--- config.mk ---
export PLATFORM = sky130hd
export DESIGN_NAME = input1_loader
export DESIGN_NICKNAME = d
export VERILOG_FILES = /design/src/rtl/input1_loader.sv
export SDC_FILE = /design/constraint.sdc
export NUM_CORES = 1
export LEC_CHECK = 0
export BUFFER_PORTS_ARGS = -buffer_cell sky130_fd_sc_hd__buf_2
export CAP_MARGIN = 20
export CORE_AREA = 2 2 120 99
export DETAILED_ROUTE_END_ITERATION = 7
export DIE_AREA = 0 0 122 101
export GPL_TIMING_DRIVEN = 0
export MAX_ROUTING_LAYER = met4
export PLACE_DENSITY = 0.68
export SLEW_MARGIN = 15
export SYNTH_ARGS = -nofsm -noshare
export SYNTH_HDL_FRONTEND = slang
export SYNTH_SLANG_ARGS = --single-unit
export TNS_END_PERCENT = 1
--- constraint.sdc ---
create_clock -name clk -period 2.9 [get_ports clk]
set_clock_uncertainty 0.2 [all_clocks]
set_input_delay 0.145 -clock clk [delete_from_list [all_inputs] [get_ports clk]]
set_output_delay 0.145 -clock clk [all_outputs]
set_load 0.02 [all_outputs]
--- src/rtl/input1_loader.sv ---
// input1_loader
//   Host-side controller for the 8192 x 12-bit input-1 stream memory.
//   Parses a byte command stream from the host link, unpacks byte pairs into
//   12-bit words written to the memory, and sequences a CPU run while
//   tracking how many loaded words the CPU has consumed.
//
// Ports
//   clk        : system clock, rising edge
//   rst        : asynchronous active-low reset
//   rx_valid   : host byte available
//   rx_data    : host byte
//   rx_ready   : byte accepted when rx_valid & rx_ready
//   in1_write  : memory write strobe
//   addr_in    : memory write address (meaningful with in1_write)
//   data_in    : memory write data    (meaningful with in1_write)
//   mem_rst    : one-cycle pulse resetting the memory read pointer
//   adv1       : CPU advanced the input-1 read pointer
//   run        : CPU enable
//   loaded_len : word count of the last completed load
//   consumed   : words consumed in the current run (saturates at loaded_len)
//   in_empty   : run active and every loaded word consumed
//   busy       : load in progress
module input1_loader (
    input  logic        clk,
    input  logic        rst,
    input  logic        rx_valid,
    input  logic [7:0]  rx_data,
    output logic        rx_ready,
    output logic        in1_write,
    output logic [12:0] addr_in,
    output logic [11:0] data_in,
    output logic        mem_rst,
    input  logic        adv1,
    output logic        run,
    output logic [12:0] loaded_len,
    output logic [12:0] consumed,
    output logic        in_empty,
    output logic        busy
);

    localparam logic [7:0] CMD_LOAD = 8'hA1;
    localparam logic [7:0] CMD_RUN  = 8'h52;
    localparam logic [7:0] CMD_STOP = 8'h53;

    typedef enum logic [2:0] {
        IDLE, LEN_HI, LEN_LO, DATA_LO, DATA_HI, WRITE, RST_PULSE, RUN
    } state_t;

    state_t      state_q, state_d;
    logic        rdy_en_q;
    logic [12:0] len_q, len_d;
    logic [12:0] idx_q, idx_d;
    logic [7:0]  lo_q, lo_d;
    logic [12:0] addr_q, addr_d;
    logic [11:0] data_q, data_d;
    logic [12:0] loaded_len_q, loaded_len_d;
    logic [12:0] consumed_q, consumed_d;
    logic        accept;

    // rdy_en_q keeps rx_ready low while reset is asserted even though the
    // reset state (IDLE) would otherwise accept bytes.
    assign rx_ready   = rdy_en_q && (state_q != WRITE) && (state_q != RST_PULSE);
    assign accept     = rx_valid && rx_ready;
    assign in1_write  = (state_q == WRITE);
    assign mem_rst    = (state_q == RST_PULSE);
    assign run        = (state_q == RUN);
    assign busy       = (state_q == LEN_HI) || (state_q == LEN_LO) ||
                        (state_q == DATA_LO) || (state_q == DATA_HI) ||
                        (state_q == WRITE);
    assign in_empty   = (state_q == RUN) && (consumed_q == loaded_len_q);
    assign addr_in    = addr_q;
    assign data_in    = data_q;
    assign loaded_len = loaded_len_q;
    assign consumed   = consumed_q;

    always_ff @(posedge clk or negedge rst) begin
        if (!rst) begin
            state_q      <= IDLE;
            rdy_en_q     <= 1'b0;
            len_q        <= '0;
            idx_q        <= '0;
            lo_q         <= '0;
            addr_q       <= '0;
            data_q       <= '0;
            loaded_len_q <= '0;
            consumed_q   <= '0;
        end else begin
            state_q      <= state_d;
            rdy_en_q     <= 1'b1;
            len_q        <= len_d;
            idx_q        <= idx_d;
            lo_q         <= lo_d;
            addr_q       <= addr_d;
            data_q       <= data_d;
            loaded_len_q <= loaded_len_d;
            consumed_q   <= consumed_d;
        end
    end

    always_comb begin
        state_d      = state_q;
        len_d        = len_q;
        idx_d        = idx_q;
        lo_d         = lo_q;
        addr_d       = addr_q;
        data_d       = data_q;
        loaded_len_d = loaded_len_q;
        consumed_d   = consumed_q;

        case (state_q)
            IDLE: begin
                if (accept) begin
                    if (rx_data == CMD_LOAD)     state_d = LEN_HI;
                    else if (rx_data == CMD_RUN) state_d = RST_PULSE;
                end
            end
            LEN_HI: begin
                if (accept) begin
                    len_d   = {rx_data[4:0], len_q[7:0]};
                    state_d = LEN_LO;
                end
            end
            LEN_LO: begin
                if (accept) begin
                    len_d = {len_q[12:8], rx_data};
                    if ({len_q[12:8], rx_data} == 13'd0) begin
                        loaded_len_d = '0;
                        state_d      = IDLE;
                    end else begin
                        idx_d   = '0;
                        state_d = DATA_LO;
                    end
                end
            end
            DATA_LO: begin
                if (accept) begin
                    lo_d    = rx_data;
                    state_d = DATA_HI;
                end
            end
            DATA_HI: begin
                if (accept) begin
                    // Write port is registered here so it is stable for the
                    // whole WRITE cycle and holds afterwards.
                    addr_d  = idx_q;
                    data_d  = {rx_data[3:0], lo_q};
                    state_d = WRITE;
                end
            end
            WRITE: begin
                if (idx_q == len_q - 13'd1) begin
                    loaded_len_d = len_q;
                    state_d      = IDLE;
                end else begin
                    idx_d   = idx_q + 13'd1;
                    state_d = DATA_LO;
                end
            end
            RST_PULSE: begin
                consumed_d = '0;
                state_d    = RUN;
            end
            RUN: begin
                // A STOP accepted this cycle masks a coincident adv1.
                if (accept && (rx_data == CMD_STOP)) begin
                    state_d = IDLE;
                end else if (adv1 && (consumed_q != loaded_len_q)) begin
                    consumed_d = consumed_q + 13'd1;
                end
            end
            default: state_d = IDLE;
        endcase
    end

endmodule

* Word level (Yosys, flattened, before mapping)
Cells that the tools add are included.
** Word-level totals
- Bits in registers :: 89
- Output and inout bits :: 57
- Logic and storage cells :: 90
** Cells by class
- $add $sub $neg :: 3
- Equality and inequality tests :: 28
- Mux-type cells :: 25
- Bitwise logic cells :: 2
- Reduce and logical (&&, ||, !) cells :: 22
** Operators by type and width (count)
- $mux 13 :: 9
- $pmux 13 s2 :: 4
- $add 13x1->13 const B :: 2
- $eq 13x13->1 :: 2
- $mux 3 :: 8
- $pmux 3 s8 :: 1
- $eq 8x7->1 const B :: 2
- $ne 2x2->1 const B :: 8
- $logic_not 13->1 :: 1
- $ne 13x13->1 :: 1
- $sub 13x1->13 const B :: 1
- $eq 3x3->1 const B :: 4
- $ne 3x3->1 const B :: 3
- $reduce_and 3->1 :: 3
- $eq 8x8->1 const B :: 1
- $mux 8 :: 1
- $ne 2x1->1 const B :: 4
- $reduce_and 4->1 :: 2
- $reduce_and 7->1 :: 1
- $eq 3x2->1 const B :: 2
- $logic_and 1x1->1 :: 6
- $logic_or 1x1->1 :: 4
- $mux 2 :: 2
- $reduce_and 2->1 :: 2
- other kinds (4) :: 6

* Longest topological paths before layout
- Word-level depth :: 7
- Depth in mapped cells :: 11

* Least setup slack after synthesis
OpenSTA, ideal clock, no wires.
- Kind :: register to register
- From :: reg len_q[8]
- To :: reg loaded_len_q[10], in the netlist loaded_len[10]
- Setup time :: 0.132 ns
- Arrival :: 2.324 ns
- Data required time :: 2.568 ns
- Slack :: 0.245 ns
- Stages on the path, launching flop included :: 9
- Path buffers :: 1
- Clock period less this slack :: 2.655 ns
- Cell sequence :: dfrtp_1 -> or4_1 -> or3_1 -> o22ai_1 -> o2bb2ai_2 -> o2111ai_2 -> nor2_2 -> buf_6 -> o211ai_1
** Between the ends
- Longest elaborated chain between the ends :: 4
** RTL lines
- start, declared :: RTL line 51 : logic [12:0] len_q, len_d;
- start signal, assigned :: RTL line 90 : len_q <= len_d;
- $sub 13x1->13 :: RTL line 151 : if (idx_q == len_q - 13'd1) begin
- $eq 13x13->1 :: RTL line 151
- $ne 2x1->1 (no line)
- $reduce_and 4->1 (no line) *
- end signal, assigned :: RTL line 95 : loaded_len_q <= loaded_len_d;
- end, declared :: RTL line 56 : logic [12:0] loaded_len_q, loaded_len_d;
Mark *: on every way between the ends. The rest lies on a longest branch, timed or not.
A chain may end at the register's enable or synchronous reset.

* Worst setup path in the final report
- From :: reg len_q[9]
- To :: reg loaded_len_q[9], in the netlist loaded_len[9]
** Between the ends
- Longest elaborated chain between the ends :: 4
** RTL lines (RTL line)
- $sub 13x1->13 :: 151
- $eq 13x13->1 :: 151
- $ne 2x1->1 (no line)
- $reduce_and 4->1 (no line)
Parallel ways exist; a longest one is shown, timed or not. The select of a mux whose other input is x is not followed.

==> impl_metrics.csv <==
group,metric,value,unit
floorplan,rows,35,
final_layout,area_delta_synth_final,23.5,%
timing,setup_viol,1,
yosys,netlist.area_leader.share,45.6,%
global_route,grt_antenna_before_repair,0,
yosys,yosysWarnings,0,
setup_path,crit_type,"reg2reg",
setup_path,critPathBufInv,1,
clocking,cts_root_buffer,"clkbuf_16",
timing,min_period,2.90,ns
timing,hold_viol,0,
timing,fin_ws,-0.00214,ns
setup_path,reg2reg_to,"loaded_len[9]",
clocking,clk_path_buf_depth,2,
detailed_routing,routedWlPerCell,17.2,um
detailed_routing,drtPass1Iterations,5,
floorplan,dieArea,0.0123,mm^2
timing,slew_headroom,40.7,%
min_path,hold_start,"adv1",
floorplan,initial_core_util,43.8,%
run_status,outcome,"complete, but fails checks",
min_path,worstHoldPathCells,3,
yosys,async_flop_share,100,%
setup_path,worstPathArrival,2.92,ns
power,ir_drop,572,uV
timing,tightestPinTransition,0.883,ns
final_layout,drive_gt1_share,26.4,%
setup_path,path_cells,"or4_4 -> or3_4 -> o22ai_2 -> o2bb2ai_4 -> o2111ai_4 -> nor2_4 -> buf_6 -> o211ai_1",
place,dpl_cell_area,0.00544,mm^2
global_route,grt_max_degree,47,
setup_path,worst_setup_path_start_kind,"flip-flop",
setup_path,worstPathMaxFanout,10,
yosys,ys_types,58,
clocking,clk_latency,0.35,ns
global_route,track_usage,22.7,%
yosys,yosys.area.top_type,"dfrtp_1",
global_route,grt_pass1_vias,4081,
place,port_buffers,68,
place,dp.cells,739,
power,leakage,0.00275,uW
power,powerDensity,1020,mW/mm^2
floorplan,die_h,101,um
min_path,hold_class,"in2reg",
run_status,violations,"negative setup slack",
job,drv_cap,0,
detailed_routing,viasPerCell,5.66,
yosys,synthCells,522,
clocking,cts_tree,"yes",
final_layout,fin_nets,634,
yosys,synth-seq-area-share,45.6,%
detailed_routing,post-route-drc-count,0,
yosys,ys_seq_elements,89,
yosys,netlist_area,0.00489,mm^2
min_path,whs_endpoint,"consumed[1]",
floorplan,core_area,0.0112,mm^2
setup_path,crit_required,2.92,ns
clocking,cts_buffers,9,
yosys,synth_area_leaders,"dfrtp_1 (46%), nand2_1 (6.1%), mux2_2 (6.0%)",
timing,clock.fmax,345,MHz
final_layout,final_cells,772,
final_layout,final_cell_area,0.00604,mm^2
timing,finalCritPeriodShare,100,%
yosys,yosys_most_used_dff,"dfrtp_1",
yosys,synth_nets,537,
timing,report.final.slew_viol_count,0,
setup_path,reg2reg_setup_slack,-0.002,ns
final_layout,nFillCells,1019,
setup_path,timing.rr.start,"len_q[9]",
place,dp_slack,-0.297,ns
detailed_routing,drt_iter0_markers,424,
yosys,synth_common_cells,"dfrtp_1 (89), nand2_1 (79), nand3_1 (37)",
timing,rsz0062_at_grt,"yes",
floorplan,io_pins,69,
global_route,grt_pass1_wl,21200,um
final_layout,antenna_cells,0,
setup_path,cp_top_family,"simple AND/OR/NAND/NOR gates",
detailed_routing,antenna_left,0,
clocking,cts.sinks,89,
setup_path,reg2reg_depth,8,
setup_path,critPathMaxStageDelay,0.54,ns
place,dpl.hpwl,9370,um
detailed_routing,drt_wl_total,13300,um
setup_path,slowest_stage,"or4_4",
global_route,grt_overflow,0,
yosys,yosys.cell_count.top_type,"dfrtp_1",
clocking,htree_levels,3,
yosys,synth_edf_count,0,
yosys,postSynthAreaPerCell,9.36,um^2
setup_path,setup.worst_path.end_class,"flip-flop",
place,gp_congestion,0.917,
floorplan,die_w,122,um
detailed_routing,route.vias.total,4367,
clocking,path_clk_slew,0.07,ns
## layout make-up
class | instances | area (um^2) | share of cell area, %
buffer | 31 | 179 | 2.96
clock buffer | 10 | 239 | 3.96
clock inverter | 6 | 65.1 | 1.08
inverter | 21 | 78.8 | 1.31
multi-input combinational | 381 | 2530 | 42.0
sequential | 89 | 2230 | 37.0
tap | 148 | 185 | 3.07
timing repair buffer | 86 | 520 | 8.62
## metal layers
| layer | GRT usage [%] | up-vias | wire length (um) |
|---|---|---|---|
| met4 | 5.84 | 0 | 185 |
| li1 | - | 2040 | - |
| met2 | 34.5 | 160 | 6250 |
| met3 | 3.79 | 22 | 758 |
| met5 | - | - | 0 |
| met1 | 31.7 | 2145 | 6110 |
## power breakdown
group | switching, uW | internal [uW] | total, uW
clock network | 503 | 694 | 1200
registers | 454 | 1680 | 2140
logic | 1680 | 1110 | 2800
## worst min-delay path: stages
cell and delay, ns:
buf_2 0.10, nand4_1 0.25, o21ai_0 0.12
## worst max-delay path by stage
stage,start,endpoint,cells after the start
after detailed placement,len_q[0],loaded_len[9],10
after global placement,len_q[0],loaded_len[7],10
after CTS,len_q[8],state_q[0],8
after floorplan,len_q[8],loaded_len[10],8
after global routing,len_q[3],loaded_len[7],11
final,len_q[9],loaded_len[9],8
## cells by family (layout without fill, tap and decap cells)
group | Yosys count | after routing | synth area share, %
adder cells (fa/ha/maj) | 3 | 3 | 0.768
other | 1 | 1 | 0.0767
flip-flops | 89 | 89 | 45.6
multiplexers | 28 | 28 | 6.40
buffers and inverters | 52 | 154 | 4.86
AND/OR/NAND/NOR | 220 | 220 | 22.5
AO/OA/AOI/OAI | 88 | 88 | 12.4
XOR/XNOR | 41 | 41 | 7.35
## repair_timing
action,4_1_cts,5_1_grt
pin swaps,2,3
resized for setup,20,20
hold endpoints to repair,70,0
setup endpoints to repair,30,24
buffers inserted,1,7
hold buffers,9,0
## metrics by stage
step / setup TNS [ns] / util [%] / power [uW] / hold WS (ns)
4_1_cts: -0.0261 / 53.2 / 5970 / 0.113
5_1_grt: -0.613 / 54.1 / 6520 / 0.141
6_report: -0.00214 / 54.1 / 6130 / 0.121
3_5_place_dp: -4.52 / 48.7 / 4620 / 0.00534
3_3_place_gp: -1.70 / 48.5 / 4520 / 0.243
2_1_floorplan: 0 / - / 3870 / -0.351
## flip-flops by register name (all words and copies together), names as in the netlist
name	flops
idx_q	13
loaded_len	13
len_q	13
rdy_en_q	1
data_in	12
consumed	13
lo_q	8
state_q	3
addr_in	13
## cells in the final DEF (no fill, tap or decap), drive strengths merged, types with 9 or more instances in the layout
master / instances
a21oi: 11
buf: 87
clkbuf: 31
dfrtp: 89
dlygate4sd3: 9
inv: 23
mux2: 26
nand2: 79
nand3: 37
nor2: 28
nor3: 21
o211ai: 14
o21ai: 30
xnor2: 21
xor2: 20
Power figures use the tool's default switching activity.
